==> config.mk <==
export PLATFORM = sky130hd
export DESIGN_NAME = layer_write_manager_flat
export DESIGN_NICKNAME = d
export VERILOG_FILES = /design/src/rtl/layer_write_manager_if.sv /design/src/rtl/layer_write_manager.sv /design/src/flat_wrapper.sv
export SDC_FILE = /design/constraint.sdc
export NUM_CORES = 1
export LEC_CHECK = 0
export ABC_AREA = 0
export CORE_MARGIN = 2
export CORE_UTILIZATION = 43
export CTS_CLUSTER_SIZE = 28
export DETAILED_ROUTE_END_ITERATION = 12
export GPL_TIMING_DRIVEN = 0
export PLACE_DENSITY = 0.81
export SLEW_MARGIN = 20
export SYNTH_ARGS = -nofsm -noshare
export SYNTH_HDL_FRONTEND = slang
export SYNTH_SLANG_ARGS = --single-unit
==> constraint.sdc <==
create_clock -name clk -period 2.3 [get_ports clk]
set_clock_uncertainty 0.15 [all_clocks]
set_input_delay 0.345 -clock clk [delete_from_list [all_inputs] [get_ports clk]]
set_output_delay 0.345 -clock clk [all_outputs]
set_load 0.02 [all_outputs]
==> src/rtl/layer_write_manager_if.sv <==
// Tool-to-canvas pixel bus: the tool side presents candidate pixels,
// the canvas side receives per-layer write strobes with coordinates and colour.
interface layer_write_manager_if #(
    parameter int WIDTH       = 640,
    parameter int HEIGHT      = 480,
    parameter int NUM_LAYERS  = 4,
    parameter int COLOR_WIDTH = 8
);
    localparam int XW = $clog2(WIDTH);
    localparam int YW = $clog2(HEIGHT);

    logic                   tool_en;
    logic [XW-1:0]          tool_x;
    logic [YW-1:0]          tool_y;
    logic [COLOR_WIDTH-1:0] tool_color;

    logic [NUM_LAYERS-1:0]  write_en;
    logic [XW-1:0]          write_x;
    logic [YW-1:0]          write_y;
    logic [COLOR_WIDTH-1:0] write_color;

    // Tool / stimulus side
    modport master (
        output tool_en, tool_x, tool_y, tool_color,
        input  write_en, write_x, write_y, write_color
    );

    // Layer write manager side
    modport slave (
        input  tool_en, tool_x, tool_y, tool_color,
        output write_en, write_x, write_y, write_color
    );
endinterface

==> src/rtl/layer_write_manager.sv <==
// N-layer write controller for the paint pipeline: owns the active layer,
// routes tool pixels to that layer's canvas and runs raster clear sweeps
// over the current layer or all layers.
//
//  state | meaning
//  ------+------------------------------------------------------------
//  IDLE  | tool writes routed to current layer, layer stepping enabled
//  CLEAR | sweep writes COLOR_NONE one pixel per cycle to the latched mask
//  DONE  | single cycle with clear_done high, then back to IDLE
//
// COLOR_WIDTH / COLOR_NONE mirror the shared paint colour definitions.
module layer_write_manager #(
    parameter int                     WIDTH       = 640,
    parameter int                     HEIGHT      = 480,
    parameter int                     NUM_LAYERS  = 4,
    parameter int                     COLOR_WIDTH = 8,
    parameter logic [COLOR_WIDTH-1:0] COLOR_NONE  = '0
) (
    input  logic                          clk,
    input  logic                          reset,
    input  logic                          layer_toggle,
    input  logic                          clear_req,
    input  logic                          clear_all,
    input  logic [NUM_LAYERS-1:0]         visible,
    layer_write_manager_if.slave          bus,
    output logic [$clog2(NUM_LAYERS)-1:0] current_layer,
    output logic                          busy,
    output logic                          clear_done
);
    localparam int XW = $clog2(WIDTH);
    localparam int YW = $clog2(HEIGHT);
    localparam int LW = $clog2(NUM_LAYERS);

    // One extra bit so the bound itself is representable for power-of-two sizes
    localparam logic [XW:0]           X_LIM     = (XW+1)'(WIDTH);
    localparam logic [YW:0]           Y_LIM     = (YW+1)'(HEIGHT);
    localparam logic [XW-1:0]         X_LAST    = XW'(WIDTH - 1);
    localparam logic [YW-1:0]         Y_LAST    = YW'(HEIGHT - 1);
    localparam logic [LW-1:0]         L_LAST    = LW'(NUM_LAYERS - 1);
    localparam logic [NUM_LAYERS-1:0] LAYER_ONE = NUM_LAYERS'(1);

    typedef enum logic [1:0] {
        IDLE  = 2'd0,
        CLEAR = 2'd1,
        DONE  = 2'd2
    } state_t;

    state_t                 state_q, state_d;
    logic [LW-1:0]          layer_q, layer_d;
    logic [NUM_LAYERS-1:0]  mask_q, mask_d;
    logic [XW-1:0]          x_cnt_q, x_cnt_d;
    logic [YW-1:0]          y_cnt_q, y_cnt_d;

    logic [NUM_LAYERS-1:0]  wen_q, wen_d;
    logic [XW-1:0]          wx_q, wx_d;
    logic [YW-1:0]          wy_q, wy_d;
    logic [COLOR_WIDTH-1:0] wc_q, wc_d;
    logic                   busy_q, busy_d;
    logic                   done_q, done_d;

    logic                   toggle_q, clear_q;
    logic                   toggle_rise, clear_rise;
    logic                   tool_ok;
    logic                   sweep_last;

    assign toggle_rise = layer_toggle & ~toggle_q;
    assign clear_rise  = clear_req & ~clear_q;

    assign tool_ok = bus.tool_en
                   & visible[layer_q]
                   & ({1'b0, bus.tool_x} < X_LIM)
                   & ({1'b0, bus.tool_y} < Y_LIM);

    assign sweep_last = (x_cnt_q == X_LAST) && (y_cnt_q == Y_LAST);

    // Edge detectors run in every state so edges during a sweep are consumed, not queued
    always_ff @(posedge clk) begin
        if (reset) begin
            toggle_q <= 1'b0;
            clear_q  <= 1'b0;
        end else begin
            toggle_q <= layer_toggle;
            clear_q  <= clear_req;
        end
    end

    // FSM state register
    always_ff @(posedge clk) begin
        if (reset) begin
            state_q <= IDLE;
        end else begin
            state_q <= state_d;
        end
    end

    // Next-state, sweep counters and next registered outputs
    always_comb begin
        state_d = state_q;
        layer_d = layer_q;
        mask_d  = mask_q;
        x_cnt_d = x_cnt_q;
        y_cnt_d = y_cnt_q;
        wen_d   = '0;
        wx_d    = wx_q;
        wy_d    = wy_q;
        wc_d    = wc_q;
        busy_d  = 1'b0;
        done_d  = 1'b0;

        case (state_q)
            IDLE: begin
                if (clear_rise) begin
                    // Clear wins: same-cycle toggle and tool pixel are dropped
                    mask_d  = clear_all ? '1 : (LAYER_ONE << layer_q);
                    x_cnt_d = '0;
                    y_cnt_d = '0;
                    wen_d   = mask_d;
                    wx_d    = '0;
                    wy_d    = '0;
                    wc_d    = COLOR_NONE;
                    busy_d  = 1'b1;
                    state_d = CLEAR;
                end else begin
                    if (tool_ok) begin
                        wen_d = LAYER_ONE << layer_q;
                        wx_d  = bus.tool_x;
                        wy_d  = bus.tool_y;
                        wc_d  = bus.tool_color;
                    end
                    if (toggle_rise) begin
                        layer_d = (layer_q == L_LAST) ? '0 : layer_q + LW'(1);
                    end
                end
            end

            CLEAR: begin
                if (sweep_last) begin
                    done_d  = 1'b1;
                    state_d = DONE;
                end else begin
                    if (x_cnt_q == X_LAST) begin
                        x_cnt_d = '0;
                        y_cnt_d = y_cnt_q + YW'(1);
                    end else begin
                        x_cnt_d = x_cnt_q + XW'(1);
                    end
                    wen_d  = mask_q;
                    wx_d   = x_cnt_d;
                    wy_d   = y_cnt_d;
                    wc_d   = COLOR_NONE;
                    busy_d = 1'b1;
                end
            end

            DONE: begin
                state_d = IDLE;
            end

            default: begin
                state_d = IDLE;
            end
        endcase
    end

    // Layer index, sweep bookkeeping and registered outputs
    always_ff @(posedge clk) begin
        if (reset) begin
            layer_q <= '0;
            mask_q  <= '0;
            x_cnt_q <= '0;
            y_cnt_q <= '0;
            wen_q   <= '0;
            wx_q    <= '0;
            wy_q    <= '0;
            wc_q    <= COLOR_NONE;
            busy_q  <= 1'b0;
            done_q  <= 1'b0;
        end else begin
            layer_q <= layer_d;
            mask_q  <= mask_d;
            x_cnt_q <= x_cnt_d;
            y_cnt_q <= y_cnt_d;
            wen_q   <= wen_d;
            wx_q    <= wx_d;
            wy_q    <= wy_d;
            wc_q    <= wc_d;
            busy_q  <= busy_d;
            done_q  <= done_d;
        end
    end

    assign bus.write_en    = wen_q;
    assign bus.write_x     = wx_q;
    assign bus.write_y     = wy_q;
    assign bus.write_color = wc_q;
    assign current_layer   = layer_q;
    assign busy            = busy_q;
    assign clear_done      = done_q;

endmodule

==> src/flat_wrapper.sv <==
// flat-port wrapper written by rule: the top's interface ports become plain ports
module layer_write_manager_flat 
#(
    parameter int                     WIDTH       = 640,
    parameter int                     HEIGHT      = 480,
    parameter int                     NUM_LAYERS  = 4,
    parameter int                     COLOR_WIDTH = 8,
    parameter logic [COLOR_WIDTH-1:0] COLOR_NONE  = '0
)
  (clk, reset, layer_toggle, clear_req, clear_all, visible, current_layer, busy, clear_done, bus_tool_en, bus_tool_x, bus_tool_y, bus_tool_color, bus_write_en, bus_write_x, bus_write_y, bus_write_color);
  layer_write_manager_if #(.WIDTH(WIDTH), .HEIGHT(HEIGHT), .NUM_LAYERS(NUM_LAYERS), .COLOR_WIDTH(COLOR_WIDTH)) bus_i ();
  input  logic clk;
  input  logic reset;
  input  logic layer_toggle;
  input  logic clear_req;
  input  logic clear_all;
  input  logic [NUM_LAYERS-1:0] visible;
  output logic [$clog2(NUM_LAYERS)-1:0] current_layer;
  output logic busy;
  output logic clear_done;
  input wire logic [$bits(bus_i.tool_en)-1:0] bus_tool_en;
  input wire logic [$bits(bus_i.tool_x)-1:0] bus_tool_x;
  input wire logic [$bits(bus_i.tool_y)-1:0] bus_tool_y;
  input wire logic [$bits(bus_i.tool_color)-1:0] bus_tool_color;
  output wire logic [$bits(bus_i.write_en)-1:0] bus_write_en;
  output wire logic [$bits(bus_i.write_x)-1:0] bus_write_x;
  output wire logic [$bits(bus_i.write_y)-1:0] bus_write_y;
  output wire logic [$bits(bus_i.write_color)-1:0] bus_write_color;
  assign bus_i.tool_en = bus_tool_en;
  assign bus_i.tool_x = bus_tool_x;
  assign bus_i.tool_y = bus_tool_y;
  assign bus_i.tool_color = bus_tool_color;
  assign bus_write_en = bus_i.write_en;
  assign bus_write_x = bus_i.write_x;
  assign bus_write_y = bus_i.write_y;
  assign bus_write_color = bus_i.write_color;
  layer_write_manager #(.WIDTH(WIDTH), .HEIGHT(HEIGHT), .NUM_LAYERS(NUM_LAYERS), .COLOR_WIDTH(COLOR_WIDTH), .COLOR_NONE(COLOR_NONE)) u_core (.clk(clk), .reset(reset), .layer_toggle(layer_toggle), .clear_req(clear_req), .clear_all(clear_all), .visible(visible), .bus(bus_i), .current_layer(current_layer), .busy(busy), .clear_done(clear_done));
endmodule
---- Word-level counts from Yosys, hierarchy flattened ----
Cells that the tools add are included.
word-level totals
  RAM bits ................................ 0
  output and inout port bits .............. 35
  bits in read-only memories .............. 0
  register bits after elaboration ......... 62
  memories kept ........................... 0
  latch bits .............................. 0
  input bits .............................. 37
cells by class
  multipliers ............................. 0
  equal/unequal tests ..................... 8
  magnitude comparators ................... 3
  $add $sub $neg .......................... 3
  bitwise operators ....................... 9
  muxes and demuxes ....................... 33
  div/mod/pow operators ................... 0
  reductions and logical operators ........ 9
  shifts and indexed selects .............. 1
operators with widths
  kind                                                                           number
  10-bit 2-to-1 mux                                                              5
  9-bit 2-to-1 mux                                                               5
  10-bit case mux with 2 select lines                                            2
  9-bit case mux with 2 select lines                                             2
  8-bit 2-to-1 mux                                                               3
  4-bit 2-to-1 mux                                                               4
  8-bit case mux with 2 select lines                                             1
  10-bit by 1-bit adder with 10-bit output (second input constant)               1
  10-bit equality test (second input constant)                                   1
  10-bit less-than comparator (second input constant)                            1
  9-bit by 1-bit adder with 9-bit output (second input constant)                 1
  9-bit equality test (second input constant)                                    1
  9-bit less-than comparator (second input constant)                             1
  3-bit AND reduction                                                            3
  4-bit case mux with 2 select lines                                             1
  2-bit 2-to-1 mux                                                               3
  1-bit AND                                                                      5
  1-bit 2-to-1 mux                                                               4
  2-bit by 1-bit inequality test with 1-bit output (second input constant)       2
  1-bit NOT                                                                      4
  2-bit case mux with 2 select lines                                             1
  2-bit AND reduction                                                            2
  1-bit by 2-bit left shift with 4-bit output (first input constant)             1
  2-bit by 3-bit less-than comparator with 1-bit output (second input constant)  1
  other kinds (11)                                                               11

---- Logic depth before layout (Yosys ltp) ----
Gate-level depths: netlist (run 1).
  depth in word-level cells ............... 8
  depth in mapped cells ................... 9
  gate-level depth less buffers ........... 6

---- Worst setup path before layout (run 1) ----
No wires, ideal clock.
  kind .................................... register to register
  start ................................... register u_core.x_cnt_q[0]
  end ..................................... register u_core.wy_q[4], in the netlist u_core.bus.write_y[4]
  library setup time ...................... 138 ps
  stages on the path, launching flop included .. 9
  data required time ...................... 2012 ps
  data arrival time ....................... 1923 ps
  setup slack ............................. 89 ps
  path through ............................ dfxtp_1 ha_1 nand3_1 buf_2 nor3_2 nand3_1 clkbuf_1 a21oi_1 a311oi_1
between the ends
  longest elaborated chain between the ends .. 4
RTL lines
  item                                                                       RTL line                                               source
  start, declared                                                            layer_write_manager.sv:51                              logic [XW-1:0] x_cnt_q, x_cnt_d;
  start signal, assigned                                                     layer_write_manager.sv:181                             x_cnt_q <= x_cnt_d;
  10-bit equality test (*)                                                   layer_write_manager.sv:74, layer_write_manager.sv:141
  9-bit 2-to-1 mux or 1-bit logical AND (tied branches)                      layer_write_manager.sv:141, layer_write_manager.sv:74
  9-bit 2-to-1 mux or 2-bit inequality test (tied branches)                  -
  9-bit case mux with 2 select lines or 3-bit AND reduction (tied branches)  -
  end signal, assigned                                                       layer_write_manager.sv:185                             wy_q <= wy_d;
  end, declared                                                              layer_write_manager.sv:56                              logic [YW-1:0] wy_q, wy_d;
Mark *: on every way between the ends. The rest lies on a longest branch, timed or not. The select of a mux whose other input is x is not followed.
A chain may end at the register's enable or synchronous reset.

---- Final worst setup path (run 1) ----
  start ................................... register u_core.x_cnt_q[7]
  end ..................................... register u_core.wy_q[7], in the netlist u_core.bus.write_y[7]
The elaborated chain is that of the path after synthesis.

==> results.ini, run 1 <==
[outcome]
outcome=finished, violations left
violations=setup timing

[sta]
fin_crit_ns=2.340
fin_crit_sh_pct=101.7
hold_viol=0
clock.fmax_ghz=0.4273
grt_setup_unrepaired=true
layout_setup_ws_ns=-0.04009
relSlewSlack_pct=24.65
report.final.slew_viol_count=0
fin_hold_ws_ns=0.2307
setup-tns-final_ns=-0.04009
finalSetupViolations=1
worst_slew_pin_slew_ns=1.122

[final_layout]
syn_to_final_growth_pct=39.05
post_route_cells_drive_above_1_share_pct=14.35
diodes=0
fin_area_um2=4250
num-fill-cells=589
nets=484

[flow_run]
max-cap-violations=0

[place]
place_ws_ns=-0.4611
portBuffers=70
placed_area_um2=3877
dpl.hpwl_um=6742
gp_congestion=0.8949

[pwr]
ir_drop_uv=292.6
power_leakage_uw=0.001482
p_per_area_nw_per_um2=666.8

[global_routing]
grt.met2_usage_pct=38.89
grt_pass1_vias=2962
grt_use_met3_pct=5.784
grt_usage_pct=24.23
overflow=0
antenna_found_initial=0
use_met1_pct=31.77
grt_max_degree=12
grt_first_pass_wirelength_um=14610
grt_busiest_layer=met2

[clocking]
cts_hold_buf=0
cts_tree=done
clock_sinks=62
clock_latency_ns=0.34
h-tree-depth=3
clk_path_buf_depth=2
clk_pin_slew_ns=0.07
cts_root_buf=clkbuf_8
cts_buffers=9

[synth]
yosys_most_used_dff=dfxtp_1
yosys.area_share.adder_pct=2.456
synth_seq_cells=62
synth.distinct_cells=55
synth_compound_area_share_pct=24.68
synth_area_per_cell_um2=8.538
synth_top_family_by_area=compound AO/OA/AOI/OAI gates
synth-async-reset-ratio_pct=0
synth-simple-area-share_pct=21.41
syn-cell-area_um2=3057
synth_xor_area_share_pct=3.152
synth_edf_count=0
yosysSeqAreaShare_pct=40.61
ys_warn_count=0
synth_mux_area_share_pct=2.456
syn-num-nets=401
synthesis.instances=358

[route]
drt_pre_antenna_iters=5
drt_iter0_drc=310
ant_nets=0
viasPerCell=6.000
post_drt_wl_per_cell_um=17.53
drc_errors=0
routed-via-count=3252
drt_wl_total_um=9501

[floorplan]
die_w_um=88.31
start_util_pct=44.74
core_area_um2=6832
pin_count=72
dieArea_um2=7799
die_h_um=88.31
row_count=30

[setup_path]
path_delay_family=simple AND/OR/NAND/NOR gates
startpoint_type=flop
crit_chain=or3b_4, buf_6, or3_4, buf_6, o311a_1, a211oi_2, a211oi_1
arrival_ns=2.40
required_ns=2.36
path_common_cell=buf_6
crit_fanout=10
slowest_delay_ns=0.40
worst-path-buf-inv=2
critPathSlowestCell=or3b_4
path_class=flop to flop
cp-end-kind=flop

[min_path]
hold_path.class=primary input to flop

[final cells by class]
cell class / instances / area [um^2] / share of cell area [%]
well taps: 96 / 120.1 / 2.826
repair buffers: 73 / 730.7 / 17.19
clock buffers: 10 / 137.6 / 3.238
flip-flops and latches: 62 / 1247 / 29.35
inverters: 5 / 18.77 / 0.4416
plain buffers: 31 / 165.2 / 3.886
clock inverters: 6 / 85.08 / 2.002
multi-input cells: 259 / 1745 / 41.07
[stage by stage]
step | power, uW | cells | utilization [%]
global route | 2934 | 542 | 62.22
finish | 2834 | 542 | 62.22
detailed placement | 1750 | 524 | 56.76
CTS | 2809 | 541 | 60.81
floorplan | 1496 | 358 | -
global placement | 1736 | 524 | 56.76
[final timing paths]
kind	slack, ns	cells after the start	startpoint	to
worst max register to register	-0.04	7	u_core.x_cnt_q[7]	u_core.bus.write_y[7]
worst min register to register	0.32	1	u_core.mask_q[0]	u_core.bus.write_en[0]
worst min-delay path	0.23	3	clear_all	u_core.bus.write_en[1]
worst max-delay path	-0.04	7	u_core.x_cnt_q[7]	u_core.bus.write_y[7]
[registers in the layout (all words and copies together) (netlist names)]
name                    count
u_core.bus.write_x         10
u_core.x_cnt_q             10
u_core.bus.write_y          9
u_core.y_cnt_q              9
u_core.bus.write_color      8
u_core.bus.write_en         4
u_core.mask_q               4
u_core.current_layer        2
u_core.state_q              2
u_core.busy                 1
u_core.clear_done           1
u_core.clear_q              1
u_core.toggle_q             1
[per-layer routing]
metal / share of wire (%) / up-vias
li1: - / 1519
met1: 41 / 1519
met2: 48 / 184
met3: 8.6 / 30
met4: 2.6 / 0
met5: 0 / -
[Yosys cell counts (4+ instances only)]
| cell | instances | area share (%) |
|---|---|---|
| nand2_1 | 25 | 3.1 |
| nor3_1 | 14 | 2.3 |
| dfxtp_1 | 62 | 41 |
| nand3_1 | 13 | 2.1 |
| ha_1 | 6 | 2.5 |
| clkbuf_1 | 19 | 2.3 |
| a211oi_1 | 11 | 2.7 |
| a311oi_1 | 8 | 2.3 |
| a32oi_1 | 4 | 1.1 |
| inv_1 | 5 | 0.61 |
| o21ai_0 | 17 | 2.8 |
| o2bb2ai_1 | 4 | 1.1 |
| nor4_1 | 4 | 0.82 |
| nor2b_1 | 4 | 0.82 |
| xnor2_1 | 8 | 2.3 |
| a31oi_1 | 4 | 0.82 |
| and3_1 | 4 | 0.82 |
| nand4_1 | 13 | 2.7 |
| nor2_1 | 20 | 2.5 |
| buf_2 | 9 | 1.5 |
| a21oi_1 | 42 | 6.9 |
| a22oi_1 | 6 | 1.5 |
[power by group]
group | switching (uW) | internal (uW) | leakage (uW)
logic | 311 | 260 | 0.000864
registers | 42.2 | 1140 | 0.000509
clock network | 444 | 635 | 0.000108
total | 797 | 2040 | 0.00148
[tightest hold or removal path, cell delays in order]
cell	delay [ns]
clkbuf_2	0.16
a21oi_1	0.08
o2bb2ai_1	0.11
[cells in the final DEF, fill, tap and decap left out, drive strengths merged, types with 4 or more instances in the layout]
cell type      instances
dfxtp                 62
a32oi                  4
nand4                 13
clkdlybuf4s50         70
a22oi                  6
buf                   14
a311oi                 8
inv                    5
nand3                 13
nor3                  16
o21ai                 18
ha                     6
clkbuf                30
a31oi                  4
o2bb2ai                4
nor2b                  4
xnor2                  8
and3                   4
nor2                  21
nor4                   4
nand2                 25
a211oi                11
a21oi                 42
[what timing repair did]
action / CTS / global route
setup buffers: 2 / 1
setup endpoints to repair: 38 / 41
pin swaps: 1 / 4
resized for setup: 12 / 35
[kinds of logic (layout without fill, tap and decap cells)]
| family | after synthesis | count (layout) |
|---|---|---|
| simple gates | 121 | 121 |
| compound gates | 115 | 115 |
| flops | 62 | 62 |
| buf+inv | 37 | 125 |
| xor+xnor | 11 | 11 |
| fa+ha+maj | 6 | 6 |
| mux | 6 | 6 |
Note: power is estimated with default switching activity, not from simulation.
==> run 2: changes to the inputs <==
PLACE_DENSITY = 0.79   (was 0.81)
clock period = 2.4 ns   (was 2.3 ns; I/O delays follow)
==> run 2 against run 1 <==
Net effect: the run now ends clean; count of clock-buffer cells in the layout did not move; worst setup slack gained 0.13 ns; highest routed layer unchanged; via count shrank 0.46%; cell area shrank 0.15%; global-route usage is 0.35 points higher.
==> results.ini, run 2 (synthesis results as in run 1) <==
[outcome]
outcome=finished clean  ; was finished, violations left

[floorplan]
core_area_um2=6832  ; unchanged
die_h_um=88.31  ; unchanged
dieArea_um2=7799  ; unchanged
row_count=30  ; unchanged
die_w_um=88.31  ; unchanged
start_util_pct=44.74  ; unchanged
pin_count=72  ; unchanged

[clocking]
clk_pin_slew_ns=0.07  ; about the same
cts_hold_buf=0  ; unchanged
clock_latency_ns=0.35  ; was 0.34 ns
cts_root_buf=clkbuf_8  ; unchanged
cts_tree=done  ; unchanged
clk_path_buf_depth=2  ; unchanged
clock_sinks=62  ; unchanged
h-tree-depth=3  ; unchanged
cts_buffers=9  ; unchanged

[route]
drt_iter0_drc=204  ; was 310
drc_errors=0  ; unchanged
drt_wl_total_um=9604  ; was 9501 um
drt_pre_antenna_iters=5  ; unchanged
viasPerCell=5.972  ; was 6.000
ant_nets=0  ; unchanged
post_drt_wl_per_cell_um=17.72  ; was 17.53 um
routed-via-count=3237  ; was 3252

[setup_path]
required_ns=2.46  ; was 2.36 ns
path_class=flop to flop  ; unchanged
startpoint_type=flop  ; unchanged
cp-end-kind=flop  ; unchanged
crit_fanout=10  ; unchanged
arrival_ns=2.37  ; was 2.40 ns

[final_layout]
nets=484  ; unchanged
layout_commonest_cell=clkdlybuf4s50_1  ; unchanged
num-fill-cells=584  ; was 589
final_cell_mix=clkdlybuf4s50_1, dfxtp_1, a21oi_1, nand2_1, nor2_1  ; unchanged
syn_to_final_growth_pct=38.85  ; was 39.05%
diodes=0  ; unchanged
fin_area_um2=4244  ; was 4250 um^2
post_route_cells_drive_above_1_share_pct=13.90  ; was 14.35%

[global_routing]
grt_first_pass_wirelength_um=14710  ; was 14610 um
grt_pass1_vias=3042  ; was 2962
grt_usage_pct=24.58  ; was 24.23%
grt_max_degree=12  ; unchanged
antenna_found_initial=0  ; unchanged
overflow=0  ; unchanged

[sta]
grt_setup_unrepaired=true  ; unchanged
hold_viol=0  ; unchanged
worst_slew_pin_slew_ns=0.9840  ; was 1.122 ns
layout_setup_ws_ns=0.09357  ; was -0.04009 ns
relSlewSlack_pct=33.90  ; was 24.65%
fin_crit_ns=2.306  ; was 2.340 ns
clock.fmax_ghz=0.4336  ; was 0.4273 GHz
fin_crit_sh_pct=96.10  ; was 101.7%
report.final.slew_viol_count=0  ; unchanged
finalSetupViolations=0  ; was 1

[pwr]
p_per_area_nw_per_um2=669.3  ; was 666.8 nW/um^2
ir_drop_uv=287.8  ; was 292.6 uV
power_leakage_uw=0.001495  ; was 0.001482 uW

[min_path]
hold_path.class=primary input to flop  ; unchanged

[flow_run]
max-cap-violations=0  ; unchanged

[place]
place_ws_ns=-0.3994  ; was -0.4611 ns
placed_area_um2=3877  ; unchanged
dpl.hpwl_um=6762  ; was 6742 um
portBuffers=70  ; unchanged
gp_congestion=0.9318  ; was 0.8949

## run 2: final timing paths
| check | slack (ns) | endpoint | cells past startpoint | startpoint |
|---|---|---|---|---|
| setup / recovery | 0.09 | u_core.bus.write_y[7] | 7 | u_core.x_cnt_q[7] |
| hold / removal | 0.26 | u_core.mask_q[2] | 3 | clear_all |
| setup reg to reg | 0.09 | u_core.bus.write_y[7] | 7 | u_core.x_cnt_q[7] |
| hold reg to reg | 0.32 | u_core.bus.write_en[0] | 1 | u_core.mask_q[0] |
## run 2: layer usage
layer,up-vias,wire length [um],track usage [%]
li1,1519,-,-
met1,1540,4101,31.55
met2,161,4498,38.28
met3,17,806,7.276
met4,0,197,11.02
met5,-,0,0
## run 2: cell type report
cell class              count  area (um^2)  share of cell area, %
multi-input cells         259         1728                  40.71
clock buffers              10        137.6                  3.243
repair buffers             73        723.2                  17.04
well taps                  96        120.1                  2.830
inverters                   5        18.77                 0.4422
clock inverters             6        108.9                  2.565
plain buffers              31        161.4                  3.803
flip-flops and latches     62         1246                  29.36
## run 2: where the power goes
part           internal [uW]  switching [uW]  total, uW
combinational            250             301        551
clock                    716             440       1160
sequential              1090            39.2       1130
total                   2060             780       2840
## run 2: stage by stage
step / power, uW / hold slack, ns / util (%) / TNS [ns] / cells
after global placement: 1666 / 0.2974 / 56.76 / -7.652 / 524
after floorplan: 1434 / 0.2830 / - / 0 / 358
final: 2840 / 0.2558 / 62.12 / 0 / 542
after global routing: 2932 / 0.2633 / 62.12 / -0.02651 / 542
after detailed placement: 1676 / 0.3045 / 56.76 / -8.123 / 524
after CTS: 2809 / 0.2422 / 60.90 / 0 / 542
## run 2: critical path, stage by stage (launching register included)
cell      delay, ns
dfxtp_2        0.34
or3b_1         0.39
buf_6          0.15
or3_4          0.35
buf_6          0.15
o311a_1        0.36
a211oi_2       0.18
a211oi_1       0.10
## run 2: timing repair
item	CTS	global route
buffers inserted	2	1
setup endpoints to repair	31	37
pin swaps	1	3
gates resized for setup	6	34
cloned	0	0
==> run 3: changes to the inputs <==
CAP_MARGIN = 20   (was not set)
SKIP_LAST_GASP = 1   (was not set)
==> run 3 against run 2 <==
Net effect: routed wire length increased by 0.12%; count of clock-buffer cells in the layout unchanged; via count up 0.22%; sequential share of layout area hardly changed; largest power group unchanged.
==> results.ini, run 3 (synthesis results as in run 1) <==
[route]
drc_errors=0  ; unchanged
routed-wl-met3_um=867  ; was 806 um
post_drt_wl_per_cell_um=17.74  ; was 17.72 um
highest_layer=met4  ; unchanged
met1_length_um=4079  ; was 4101 um
drt_wl_total_um=9616  ; was 9604 um
viasPerCell=5.985  ; was 5.972
routed-via-count=3244  ; was 3237
ant_nets=0  ; unchanged
drt_iter0_drc=256  ; was 204
drt_pre_antenna_iters=6  ; was 5
wl_met2_um=4492  ; was 4498 um

[setup_path]
reg2regPathDepth=7  ; unchanged
worstReg2RegEnd=u_core.bus.write_y[7]  ; unchanged
path_class=flop to flop  ; unchanged
startpoint_type=flop  ; unchanged
slowest_delay_ns=0.37  ; was 0.39 ns
reg2reg_from=u_core.x_cnt_q[7]  ; unchanged
arrival_ns=2.38  ; was 2.37 ns
critPathSlowestCell=or3b_1  ; unchanged
cp-end-kind=flop  ; unchanged
crit_fanout=10  ; unchanged
crit_chain=or3b_1, buf_4, or3_4, buf_6, o311a_1, a211oi_2, a211oi_1  ; was or3b_1, buf_6, or3_4, buf_6, o311a_1, a211oi_2, a211oi_1
r2r_slack_ns=0.08  ; was 0.09 ns
required_ns=2.47  ; was 2.46 ns
endpoint=u_core.bus.write_y[7]  ; unchanged
crit_path_start=u_core.x_cnt_q[7]  ; unchanged

[place]
dpl.hpwl_um=6762  ; unchanged
gp_congestion=0.9318  ; unchanged
portBuffers=70  ; unchanged
placed_area_um2=3877  ; unchanged
dp_cells=524  ; unchanged

[global_routing]
grt_usage_pct=24.52  ; was 24.58%
grt_max_degree=12  ; unchanged
grt_first_pass_wirelength_um=14690  ; was 14710 um
overflow=0  ; unchanged
antenna_found_initial=0  ; unchanged
grt_pass1_vias=3048  ; was 3042

[sta]
grt_setup_unrepaired=true  ; unchanged
fin_crit_ns=2.319  ; was 2.306 ns
clock.fmax_ghz=0.4313  ; was 0.4336 GHz
worst_slew_pin_slew_ns=0.9783  ; was 0.9840 ns
report.final.slew_viol_count=0  ; unchanged
fin_hold_ws_ns=0.2547  ; was 0.2558 ns
hold_viol=0  ; unchanged
finalSetupViolations=0  ; unchanged
fin_crit_sh_pct=96.61  ; was 96.10%
relSlewSlack_pct=34.28  ; was 33.90%

[floorplan]
dieArea_um2=7799  ; unchanged
die_h_um=88.31  ; unchanged
start_util_pct=44.74  ; unchanged
core_area_um2=6832  ; unchanged
row_count=30  ; unchanged
pin_count=72  ; unchanged
die_w_um=88.31  ; unchanged

[clocking]
h-tree-depth=3  ; unchanged
cts_buffers=9  ; unchanged
cts_hold_buf=0  ; unchanged
clk_path_buf_depth=2  ; unchanged
cts_tree=done  ; unchanged
clock_sinks=62  ; unchanged
clk_pin_slew_ns=0.07  ; about the same
clock_latency_ns=0.35  ; about the same
cts_root_buf=clkbuf_8  ; unchanged

[final_layout]
final_cells=542  ; unchanged
diodes=0  ; unchanged
layout_commonest_cell=clkdlybuf4s50_1  ; unchanged
fin_area_um2=4243  ; was 4244 um^2
syn_to_final_growth_pct=38.80  ; was 38.85%
final_cell_mix=clkdlybuf4s50_1, dfxtp_1, a21oi_1, nand2_1, nor2_1  ; unchanged
nets=484  ; unchanged
post_route_cells_drive_above_1_share_pct=13.90  ; unchanged

[flow_run]
max-cap-violations=0  ; unchanged

[pwr]
p_per_area_nw_per_um2=669.6  ; was 669.3 nW/um^2
power_leakage_uw=0.001494  ; was 0.001495 uW
ir_drop_uv=289.0  ; was 287.8 uV

[outcome]
outcome=finished clean  ; unchanged

[min_path]
hold_path.class=primary input to flop  ; unchanged

==> run 3: final cells by class <==
type | instances | area [um^2]
fill | 584 | 2589
multi-input combinational | 259 | 1728
sequential | 62 | 1246
timing repair buffer | 73 | 723.2
buffer | 31 | 160.2
clock buffer | 10 | 137.6
tap | 96 | 120.1
clock inverter | 6 | 108.9
inverter | 5 | 18.77
==> run 3: worst min-delay path by stage <==
stage / startpoint / endpoint / slack (ns) / depth (start not counted)
6_report: clear_all / u_core.mask_q[2] / 0.25 / 3
3_5_place_dp: u_core.mask_q[3] / u_core.bus.write_en[3] / 0.30 / 1
4_1_cts: clear_all / u_core.mask_q[2] / 0.24 / 3
3_3_place_gp: u_core.mask_q[3] / u_core.bus.write_en[3] / 0.30 / 1
2_1_floorplan: u_core.mask_q[0] / u_core.bus.write_en[0] / 0.28 / 1
5_1_grt: clear_all / u_core.mask_q[2] / 0.26 / 3
==> run 3: worst max-delay path, delay by kind of cell (launching register included) <==
family,cells,cell delay [ns]
AND/OR/NAND/NOR,2,0.73
buffers and inverters,2,0.33
AO/OA/AOI/OAI,3,0.63
flip-flops,1,0.34
==> run 3: power breakdown <==
part | internal, uW | total, uW | switching (uW)
clock network | 716 | 1160 | 439
registers | 1090 | 1130 | 38.8
logic | 251 | 553 | 302
==> run 3: stage by stage <==
step | total power [uW] | TNS [ns] | setup slack (ns) | utilization [%]
finish | 2841 | 0 | 0.08143 | 62.11
global route | 2933 | -0.04037 | -0.01805 | 62.11
detailed placement | 1676 | -8.123 | -0.3994 | 56.76
CTS | 2809 | -0.005056 | -0.005056 | 60.82
global placement | 1666 | -7.652 | -0.3709 | 56.76
floorplan | 1434 | 0 | 0.1889 | -
==> run 3: what timing repair did <==
| item | in CTS | in global routing |
|---|---|---|
| buffers inserted | 2 | 1 |
| pin swaps | 1 | 3 |
| endpoints found under the setup margin | 31 | 41 |
| resized for setup | 5 | 36 |
==> run 3: layer usage <==
layer / vias to the layer above / global-route usage, %
li1: 1520 / -
met1: 1534 / 31.84
met2: 169 / 38.07
met3: 21 / 6.810
met4: 0 / 11.02
met5: - / 0
